[src/rtl/lsu_pkg.sv]
// lsu_pkg: shared types and constants for the load/store unit.
//   lsu_state_e    : FSM state encoding (IDLE/RD/WR/DONE)
//   F3_*           : RISC-V funct3 codes for access size/sign
//   BYTE_W/HALF_W  : lane widths
//   f3_legal()     : funct3 legality for loads vs stores
package lsu_pkg;

  typedef enum logic [1:0] {
    IDLE,
    RD,
    WR,
    DONE
  } lsu_state_e;

  localparam logic [2:0] F3_B  = 3'b000;
  localparam logic [2:0] F3_H  = 3'b001;
  localparam logic [2:0] F3_W  = 3'b010;
  localparam logic [2:0] F3_BU = 3'b100;
  localparam logic [2:0] F3_HU = 3'b101;

  localparam int unsigned BYTE_W = 8;
  localparam int unsigned HALF_W = 16;

  function automatic logic f3_legal(input logic we, input logic [2:0] f3);
    if (we) return (f3 == F3_B) || (f3 == F3_H) || (f3 == F3_W);
    return (f3 == F3_B) || (f3 == F3_H) || (f3 == F3_W) ||
           (f3 == F3_BU) || (f3 == F3_HU);
  endfunction

endpackage

[src/rtl/load_store_unit_if.sv]
// load_store_unit_if: request/response handshake between core and LSU.
//   Request : iReq, iWe, iFunct3, iAddr, iWData   (core -> LSU)
//   Response: oBusy, oDone, oFault, oRData        (LSU -> core)
//   master = core side, slave = LSU side.
interface load_store_unit_if;
  logic        iReq;
  logic        iWe;
  logic [2:0]  iFunct3;
  logic [31:0] iAddr;
  logic [31:0] iWData;
  logic        oBusy;
  logic        oDone;
  logic        oFault;
  logic [31:0] oRData;

  modport master (
    output iReq, iWe, iFunct3, iAddr, iWData,
    input  oBusy, oDone, oFault, oRData
  );

  modport slave (
    input  iReq, iWe, iFunct3, iAddr, iWData,
    output oBusy, oDone, oFault, oRData
  );
endinterface

[src/rtl/lsu_lane_unit.sv]
// lsu_lane_unit: combinational byte/half lane handling.
//   funct3_i : access size/sign
//   lane_i   : byte address low bits (half uses lane_i[1])
//   rword_i  : memory word for load extraction
//   old_i    : previously read word for sub-word store merge
//   wdata_i  : store data (low byte/half used)
//   load_o   : extracted and extended load value
//   merge_o  : old_i with the addressed byte/half replaced
module lsu_lane_unit
  import lsu_pkg::*;
(
  input  logic [2:0]  funct3_i,
  input  logic [1:0]  lane_i,
  input  logic [31:0] rword_i,
  input  logic [31:0] old_i,
  input  logic [31:0] wdata_i,
  output logic [31:0] load_o,
  output logic [31:0] merge_o
);

  logic [BYTE_W-1:0] byte_v;
  logic [HALF_W-1:0] half_v;

  always_comb begin
    byte_v = rword_i[7:0];
    case (lane_i)
      2'd1:    byte_v = rword_i[15:8];
      2'd2:    byte_v = rword_i[23:16];
      2'd3:    byte_v = rword_i[31:24];
      default: ;
    endcase
    half_v = lane_i[1] ? rword_i[31:16] : rword_i[15:0];

    case (funct3_i)
      F3_B:    load_o = {{(32-BYTE_W){byte_v[BYTE_W-1]}}, byte_v};
      F3_H:    load_o = {{(32-HALF_W){half_v[HALF_W-1]}}, half_v};
      F3_BU:   load_o = {{(32-BYTE_W){1'b0}}, byte_v};
      F3_HU:   load_o = {{(32-HALF_W){1'b0}}, half_v};
      default: load_o = rword_i;
    endcase
  end

  always_comb begin
    merge_o = old_i;
    if (funct3_i == F3_B) begin
      case (lane_i)
        2'd0:    merge_o[7:0]   = wdata_i[7:0];
        2'd1:    merge_o[15:8]  = wdata_i[7:0];
        2'd2:    merge_o[23:16] = wdata_i[7:0];
        default: merge_o[31:24] = wdata_i[7:0];
      endcase
    end else if (funct3_i == F3_H) begin
      if (lane_i[1]) merge_o[31:16] = wdata_i[15:0];
      else           merge_o[15:0]  = wdata_i[15:0];
    end
  end

endmodule

[src/rtl/load_store_unit.sv]
// load_store_unit: executes RISC-V lb/lh/lw/lbu/lhu/sb/sh/sw against a
// word-wide data memory with combinational read and edge-triggered write.
// Sub-word stores are read-modify-write.
//   iCLK, iRST_n : clock, asynchronous active-low reset
//   bus          : core handshake (load_store_unit_if.slave)
//   iDado        : memory read data (combinational from oEnd/oLeMem)
//   oEnd         : word-aligned memory byte address
//   oDadoEscrita : memory write data
//   oEscMem      : memory write enable
//   oLeMem       : memory read enable
// Build option: define LSU_MISALIGN_TRAP_EN to fault misaligned half/word
// accesses; otherwise the low address bits are masked to the access size.
module load_store_unit
  import lsu_pkg::*;
#(
  parameter int unsigned MEM_WORDS = 256
) (
  input  logic                iCLK,
  input  logic                iRST_n,
  load_store_unit_if.slave    bus,
  input  logic [31:0]         iDado,
  output logic [31:0]         oEnd,
  output logic [31:0]         oDadoEscrita,
  output logic                oEscMem,
  output logic                oLeMem
);

  localparam logic [32:0] ADDR_LIMIT = 33'(4 * MEM_WORDS);

  lsu_state_e  state_q, state_d;
  logic [31:0] addr_q, addr_d;
  logic [31:0] wdata_q, wdata_d;
  logic [2:0]  f3_q, f3_d;
  logic        rmw_q, rmw_d;
  logic        fault_q, fault_d;
  logic [31:0] merge_q, merge_d;
  logic [31:0] rdata_q, rdata_d;

  logic        misalign;
  logic        req_fault;
  logic [31:0] addr_masked;
  logic [31:0] load_val;
  logic [31:0] merged;

  lsu_lane_unit u_lane (
    .funct3_i (f3_q),
    .lane_i   (addr_q[1:0]),
    .rword_i  (iDado),
    .old_i    (merge_q),
    .wdata_i  (wdata_q),
    .load_o   (load_val),
    .merge_o  (merged)
  );

  // Request qualification; the masked address keeps the lane selection
  // naturally aligned when misalignment is not trapped.
  always_comb begin
    misalign = 1'b0;
`ifdef LSU_MISALIGN_TRAP_EN
    case (bus.iFunct3[1:0])
      2'b01:   misalign = bus.iAddr[0];
      2'b10:   misalign = |bus.iAddr[1:0];
      default: ;
    endcase
`endif
    req_fault = !f3_legal(bus.iWe, bus.iFunct3) ||
                ({1'b0, bus.iAddr} >= ADDR_LIMIT) || misalign;
    addr_masked = bus.iAddr;
    case (bus.iFunct3[1:0])
      2'b01:   addr_masked[0]   = 1'b0;
      2'b10:   addr_masked[1:0] = 2'b00;
      default: ;
    endcase
  end

  always_ff @(posedge iCLK or negedge iRST_n) begin
    if (!iRST_n) begin
      state_q <= IDLE;
      addr_q  <= '0;
      wdata_q <= '0;
      f3_q    <= '0;
      rmw_q   <= 1'b0;
      fault_q <= 1'b0;
      merge_q <= '0;
      rdata_q <= '0;
    end else begin
      state_q <= state_d;
      addr_q  <= addr_d;
      wdata_q <= wdata_d;
      f3_q    <= f3_d;
      rmw_q   <= rmw_d;
      fault_q <= fault_d;
      merge_q <= merge_d;
      rdata_q <= rdata_d;
    end
  end

  always_comb begin
    state_d = state_q;
    case (state_q)
      IDLE: if (bus.iReq) begin
        if (req_fault)                        state_d = DONE;
        else if (bus.iWe && bus.iFunct3 == F3_W) state_d = WR;
        else                                  state_d = RD;
      end
      RD:      state_d = rmw_q ? WR : DONE;
      WR:      state_d = DONE;
      default: state_d = IDLE;
    endcase
  end

  always_comb begin
    addr_d  = addr_q;
    wdata_d = wdata_q;
    f3_d    = f3_q;
    rmw_d   = rmw_q;
    fault_d = fault_q;
    merge_d = merge_q;
    rdata_d = rdata_q;
    case (state_q)
      IDLE: if (bus.iReq) begin
        addr_d  = addr_masked;
        wdata_d = bus.iWData;
        f3_d    = bus.iFunct3;
        fault_d = req_fault;
        rmw_d   = bus.iWe && (bus.iFunct3 != F3_W);
      end
      RD: begin
        if (rmw_q) merge_d = iDado;
        else       rdata_d = load_val;
      end
      default: ;
    endcase
  end

  always_comb begin
    bus.oBusy    = (state_q != IDLE);
    bus.oDone    = (state_q == DONE);
    bus.oFault   = (state_q == DONE) && fault_q;
    bus.oRData   = rdata_q;
    oLeMem       = (state_q == RD);
    oEscMem      = (state_q == WR);
    oEnd         = '0;
    oDadoEscrita = '0;
    if (state_q == RD || state_q == WR) oEnd = {addr_q[31:2], 2'b00};
    if (state_q == WR) oDadoEscrita = rmw_q ? merged : wdata_q;
  end

endmodule
[src/flat_wrapper.sv]
// flat-port wrapper written by rule: the top's interface ports become plain ports
module load_store_unit_flat import lsu_pkg::*;
#(
  parameter int unsigned MEM_WORDS = 256
)
  (iCLK, iRST_n, iDado, oEnd, oDadoEscrita, oEscMem, oLeMem, bus_iReq, bus_iWe, bus_iFunct3, bus_iAddr, bus_iWData, bus_oBusy, bus_oDone, bus_oFault, bus_oRData);
  load_store_unit_if bus_i ();
  input  logic iCLK;
  input  logic iRST_n;
  input  logic [31:0] iDado;
  output logic [31:0] oEnd;
  output logic [31:0] oDadoEscrita;
  output logic oEscMem;
  output logic oLeMem;
  input wire logic [$bits(bus_i.iReq)-1:0] bus_iReq;
  input wire logic [$bits(bus_i.iWe)-1:0] bus_iWe;
  input wire logic [$bits(bus_i.iFunct3)-1:0] bus_iFunct3;
  input wire logic [$bits(bus_i.iAddr)-1:0] bus_iAddr;
  input wire logic [$bits(bus_i.iWData)-1:0] bus_iWData;
  output wire logic [$bits(bus_i.oBusy)-1:0] bus_oBusy;
  output wire logic [$bits(bus_i.oDone)-1:0] bus_oDone;
  output wire logic [$bits(bus_i.oFault)-1:0] bus_oFault;
  output wire logic [$bits(bus_i.oRData)-1:0] bus_oRData;
  assign bus_i.iReq = bus_iReq;
  assign bus_i.iWe = bus_iWe;
  assign bus_i.iFunct3 = bus_iFunct3;
  assign bus_i.iAddr = bus_iAddr;
  assign bus_i.iWData = bus_iWData;
  assign bus_oBusy = bus_i.oBusy;
  assign bus_oDone = bus_i.oDone;
  assign bus_oFault = bus_i.oFault;
  assign bus_oRData = bus_i.oRData;
  load_store_unit #(.MEM_WORDS(MEM_WORDS)) u_core (.iCLK(iCLK), .iRST_n(iRST_n), .bus(bus_i), .iDado(iDado), .oEnd(oEnd), .oDadoEscrita(oDadoEscrita), .oEscMem(oEscMem), .oLeMem(oLeMem));
endmodule
[config.mk]
export PLATFORM = sky130hd
export DESIGN_NAME = load_store_unit_flat
export DESIGN_NICKNAME = d
export VERILOG_FILES = /design/src/rtl/lsu_pkg.sv /design/src/rtl/load_store_unit_if.sv /design/src/rtl/lsu_lane_unit.sv /design/src/rtl/load_store_unit.sv /design/src/flat_wrapper.sv
export SDC_FILE = /design/constraint.sdc
export NUM_CORES = 1
export LEC_CHECK = 0
export BUFFER_PORTS_ARGS = -buffer_cell sky130_fd_sc_hd__buf_2
export CAP_MARGIN = 20
export CORE_MARGIN = 1.5
export CORE_UTILIZATION = 38
export CTS_CLUSTER_DIAMETER = 60
export DETAILED_ROUTE_END_ITERATION = 16
export GPL_TIMING_DRIVEN = 0
export HOLD_SLACK_MARGIN = 0.12
export MAX_ROUTING_LAYER = met4
export PLACE_DENSITY_LB_ADDON = 0.15
export SLEW_MARGIN = 0
export SYNTH_ARGS = -nofsm -noshare
export SYNTH_HDL_FRONTEND = slang
export SYNTH_SLANG_ARGS = --single-unit
[constraint.sdc]
create_clock -name iCLK -period 2.95 [get_ports iCLK]
set_clock_uncertainty 0.1 [all_clocks]
set_input_delay 0.4425 -clock iCLK [delete_from_list [all_inputs] [get_ports iCLK]]
set_output_delay 0.4425 -clock iCLK [all_outputs]
set_load 0.1 [all_outputs]
* Word-level counts from Yosys, hierarchy flattened
Index checks and enable logic that the tools add are counted.
** Operators by class
- $lt $le $gt $ge :: 1
- Reduce and logical (&&, ||, !) cells :: 20
- Mux-type cells :: 24
- Bitwise operators :: 1
- Equal/unequal tests :: 17
** Operators with widths (count)
- two-way mux 32 bit :: 5
- one-hot mux 32 bit (4 select lines) :: 1
- two-way mux 16 bit :: 3
- greater-or-equal comparator 32 x 11 -> 1 bit (second input constant) :: 1
- two-way mux 8 bit :: 4
- one-hot mux 8 bit (3 select lines) :: 1
- equality test 3 bit (second input constant) :: 4
- equality test 2 bit (second input constant) :: 5
- equality test 2 x 1 -> 1 bit (second input constant) :: 3
- equality test 3 x 1 -> 1 bit (second input constant) :: 2
- logical NOT 3 bit :: 2
- logical OR 1 bit :: 6
- two-way mux 1 bit :: 6
- two-way mux 2 bit :: 3
- one-hot mux 2 bit (3 select lines) :: 1
- AND reduction 2 bit :: 3
- logical NOT 2 bit :: 2
- equality test 3 x 2 -> 1 bit (second input constant) :: 1
- logical AND 1 bit :: 3
- != test 3 x 2 -> 1 bit (second input constant) :: 1
- OR reduction 3 bit :: 1
- != test 2 bit (second input constant) :: 1
- nonzero test 2 bit :: 1
- OR reduction 2 bit :: 1
- 2 further kinds :: 2
** Storage, ports and cells
- Bits of input ports :: 103
- Register bits :: 135
- Word-level logic and storage cells :: 71
- Output and inout bits :: 101

* Longest topological paths before layout
- Depth after elaboration :: 11
- Depth in mapped cells :: 7
- Depth with buffers taken out :: 6

* Modules after synthesis
From an unflattened synthesis, not the netlist that was laid out.
** Second synthesis, totals
- Cells, all modules :: 626
- Area, all modules :: 7253.2 sq um
** By module, submodules not included
- load_store_unit :: cells an instance 439, area an instance 6059.6 sq um, seq. area each 3378.2 sq um, times used 1
- lsu_lane_unit :: cells an instance 187, area an instance 1193.6 sq um, seq. area each 0.0 sq um, times used 1

* Worst setup path before layout
Ideal clock, no wire load.
- Path kind :: register -> output
- Start :: register u_core.state_q[0]
- End :: output oDadoEscrita[22]
- Slack :: -1.016 ns
- Data arrival time :: 3.423 ns
- Stages on the path, launching flop included :: 7
- Required time :: 2.408 ns
- Buffers on the path :: 2
- Cell sequence :: dfrtp_1 inv_1 ha_1 clkbuf_1 clkbuf_1 o21ai_0 a21oi_1
** Between the ends
- Word-level cells in the longest chain between the ends :: 2
** Ends and longest elaborated chain
- start, declared :: RTL line load_store_unit.sv:30 : lsu_state_e state_q, state_d;
- start signal, assigned :: RTL line load_store_unit.sv:87 : state_q <= state_d;
- equality test 2 bit
- via oEscMem :: RTL line flat_wrapper.sv:13 : output logic oEscMem;
- two-way mux 32 bit :: RTL line load_store_unit.sv:146 : if (state_q == WR) oDadoEscrita = rmw_q ? merged : wdata_q;
- end, declared :: RTL line flat_wrapper.sv:12 : output logic [31:0] oDadoEscrita;
The timed path passes the listed nets, and every way through them passes these cells.

* Worst setup path in the final report
- Start :: register u_core.addr_q[0]
- End :: output oDadoEscrita[6]
** Between the ends
- Word-level cells in the longest chain between the ends :: 5
** Ends and longest elaborated chain
- start, declared :: RTL line load_store_unit.sv:31 : logic [31:0] addr_q, addr_d;
- start signal, assigned :: RTL line load_store_unit.sv:88 : addr_q <= addr_d;
- logical NOT 2 bit :: RTL line lsu_lane_unit.sv:46 : case (lane_i)
- two-way mux 8 bit :: RTL line lsu_lane_unit.sv:46
- two-way mux 32 bit :: RTL line lsu_lane_unit.sv:45 : if (funct3_i == F3_B) begin
- two-way mux 32 bit (2 in a row) :: RTL line load_store_unit.sv:146
Every way passes these cells.

==> results.json <==
{
  "status": "complete, no violations",
  "synth-seq-area-share_pct": 48.5,
  "viasPerCell": 5.39,
  "finalCritPeriodShare_pct": 98.4,
  "multi_input_area_um2": 3540,
  "die_h_um": 138,
  "max_freq_mhz": 345,
  "crit_required_ps": 2410,
  "finalHoldViolCount": 0,
  "grt_pass1_wl_um": 33800,
  "grt_pass1_vias": 6048,
  "fp.dieArea_um2": 19200,
  "max_cap_viol_count": 0,
  "yosysTopAreaCell": "dfrtp_1",
  "dr.pass1.iters": 5,
  "ys.flop_type": "dfrtp_1",
  "initial_core_util_pct": 38.8,
  "core-area_um2": 18000,
  "final-seq-area_um2": 3380,
  "layout_commonest_cell": "buf_2",
  "rows": 49,
  "area.growth.synth_to_final_pct": 34.0,
  "clk_latency_ps": 420,
  "drtIter0Drc": 410,
  "clk_pin_slew_worst_paths_ps": 60,
  "overflow": 0,
  "final_max_slew_viol_count": 0,
  "drc_errors": 0,
  "ys_ff_latch": 135,
  "grt_usage_pct": 23.6,
  "setup_viol": 0,
  "die_w_um": 138,
  "syn-cell-area_um2": 6970,
  "cts_tree": "yes",
  "drive_gt1_share_pct": 48.0,
  "rsz0062_at_grt": "yes",
  "io_pins": 204,
  "ys_types": 44,
  "critPathMaxFanout": 9,
  "htree_num_levels": 4,
  "wl_um": 21800,
  "synthCells": 625,
  "gp_congestion": 0.834,
  "port_buffers": 201,
  "end_kind": "primary output",
  "numCtsBuffers": 17,
  "dp_hpwl_um": 16700,
  "yosysTopAreaCellShare_pct": 48.5,
  "r2r_setup_slack_ps": 360,
  "netlist_top_cells_area": "dfrtp_1 49%, mux2_2 16%, mux2i_1 4.7%, o21ai_0 3.4%, a21oi_1 2.8%",
  "vias": 5901,
  "wl_per_cell_um": 19.9,
  "yosys_warnings": 0,
  "critical_path_class": "reg2out",
  "cp_data_arrival_time_ps": 2360,
  "final_nets": 961,
  "fillCellCount": 1587,
  "grt_max_degree": 100,
  "root_buffer": "clkbuf_16",
  "syn_avg_cell_area_um2": 11.1,
  "async_reset_ff_share_pct": 100,
  "relSlewSlack_pct": 46.8,
  "antenna_found_initial": 3,
  "cts_buffer_depth": 2,
  "postRouteAntennaNets": 0,
  "worst_pin_slew_ps": 792,
  "clock_sinks": 135,
  "period_needed_ps": 2900,
  "layout_common_cells": "177 x buf_2, 133 x dfrtp_1, 102 x mux2_2, 48 x o21ai_0",
  "synth-edff-count": 0,
  "critPathLaunchType": "flop",
  "final_core_util_pct": 52.0,
  "worstHoldPathType": "in2reg"
}
flip-flops by register name, summed over array words and instances (netlist names):
| name | cells |
|---|---|
| u_core.addr_q | 32 |
| u_core.bus.oRData | 32 |
| u_core.f3_q | 3 |
| u_core.fault_q | 1 |
| u_core.merge_q | 32 |
| u_core.rmw_q | 1 |
| u_core.state_q | 2 |
| u_core.wdata_q | 32 |
final timing paths:
kind / startpoint / end / cells after the start
hold reg to reg: u_core.addr_q[3]$_DFFE_PN0P_ / u_core.addr_q[3]$_DFFE_PN0P_ / 1
min in group asynchronous: iRST_n / u_core.wdata_q[5]$_DFFE_PN0P_ / 2
setup reg to reg: u_core.state_q[1]$_DFFE_PN0P_ / u_core.bus.oRData[28]$_DFFE_PN0P_ / 7
hold / removal: bus_iAddr[7] / u_core.addr_q[7]$_DFFE_PN0P_ / 2
setup / recovery: u_core.addr_q[0]$_DFFE_PN0P_ / oDadoEscrita[6] / 8
max in group asynchronous: iRST_n / u_core.f3_q[0]$_DFFE_PN0P_ / 3
worst max-delay path: stages (launching register included):
cell     delay (ps)
dfrtp_1         370
buf_6           140
nor2b_4         120
buf_6           140
o41ai_4         370
buf_4           190
mux2i_2         290
nor2b_2          80
buf_4           240
metal layers:
metal	part of all wire [%]	track usage (%)	up-vias
met5	0	-	-
met4	1.3	6.09	0
met3	6.6	5.96	25
met2	50	38.5	221
met1	42	29.2	2914
li1	-	-	2741
metrics by stage:
stage                     setup slack, ps  std cells  instance area, µm²  hold slack [ps]  TNS (ps)
final                                48.7       1095                9340              145         0
after global routing                -33.6       1095                9340              137     -75.5
after CTS                            3.53       1092                9280              130         0
after detailed placement             -256       1057                8450              271     -1860
after global placement               -548       1056                8420              376    -73300
after floorplan                      31.7        626                7130             46.9         0
synth_stat cells (all sizes together), types with 2 or more instances:
cell type	count
inv	14
nor3	14
and2	32
nand3b	2
mux2i	33
nor2	8
o21ai	48
dfrtp	135
ha	7
nand2b	12
a31oi	7
or3	7
nor4	6
buf	20
o211ai	17
a21oi	39
nor2b	15
o2bb2ai	8
o221a	7
a221oi	2
clkbuf	25
a211oi	2
o22ai	16
mux2	102
nand2	35
nand3	2
kinds of logic (layout without fill, tap and decap cells):
group	after synthesis	in the layout	share of synthesized area, %
and+or+nand+nor	134	134	10.9
DFF	135	135	48.5
buffers and inverters	59	296	3.88
other	1	5	0.0538
adders and majority gates	7	7	1.26
AOI/OAI and AO/OA	153	153	13.9
muxes	136	136	21.6
timing repair:
| item | CTS | global route |
|---|---|---|
| resized for setup | 43 | 12 |
| hold buffers | 1 | 0 |
| cloned | 0 | 0 |
| pin swaps | 4 | 1 |
| setup buffers | 5 | 0 |
| endpoints found under the hold margin | 36 | 0 |
| setup endpoints to repair | 32 | 31 |
cell type report:
type	instances	share of cell area (%)
multi-input combinational	432	37.9
sequential	135	36.2
timing repair buffer	208	12.8
clock buffer	18	4.60
tap	229	3.07
clock inverter	13	2.45
buffer	43	2.35
inverter	14	0.563
antenna	3	0.0804
Power is left out: the tool's default activity adds up to more than one toggle a clock period on the data nets, which glitch-free logic cannot reach.
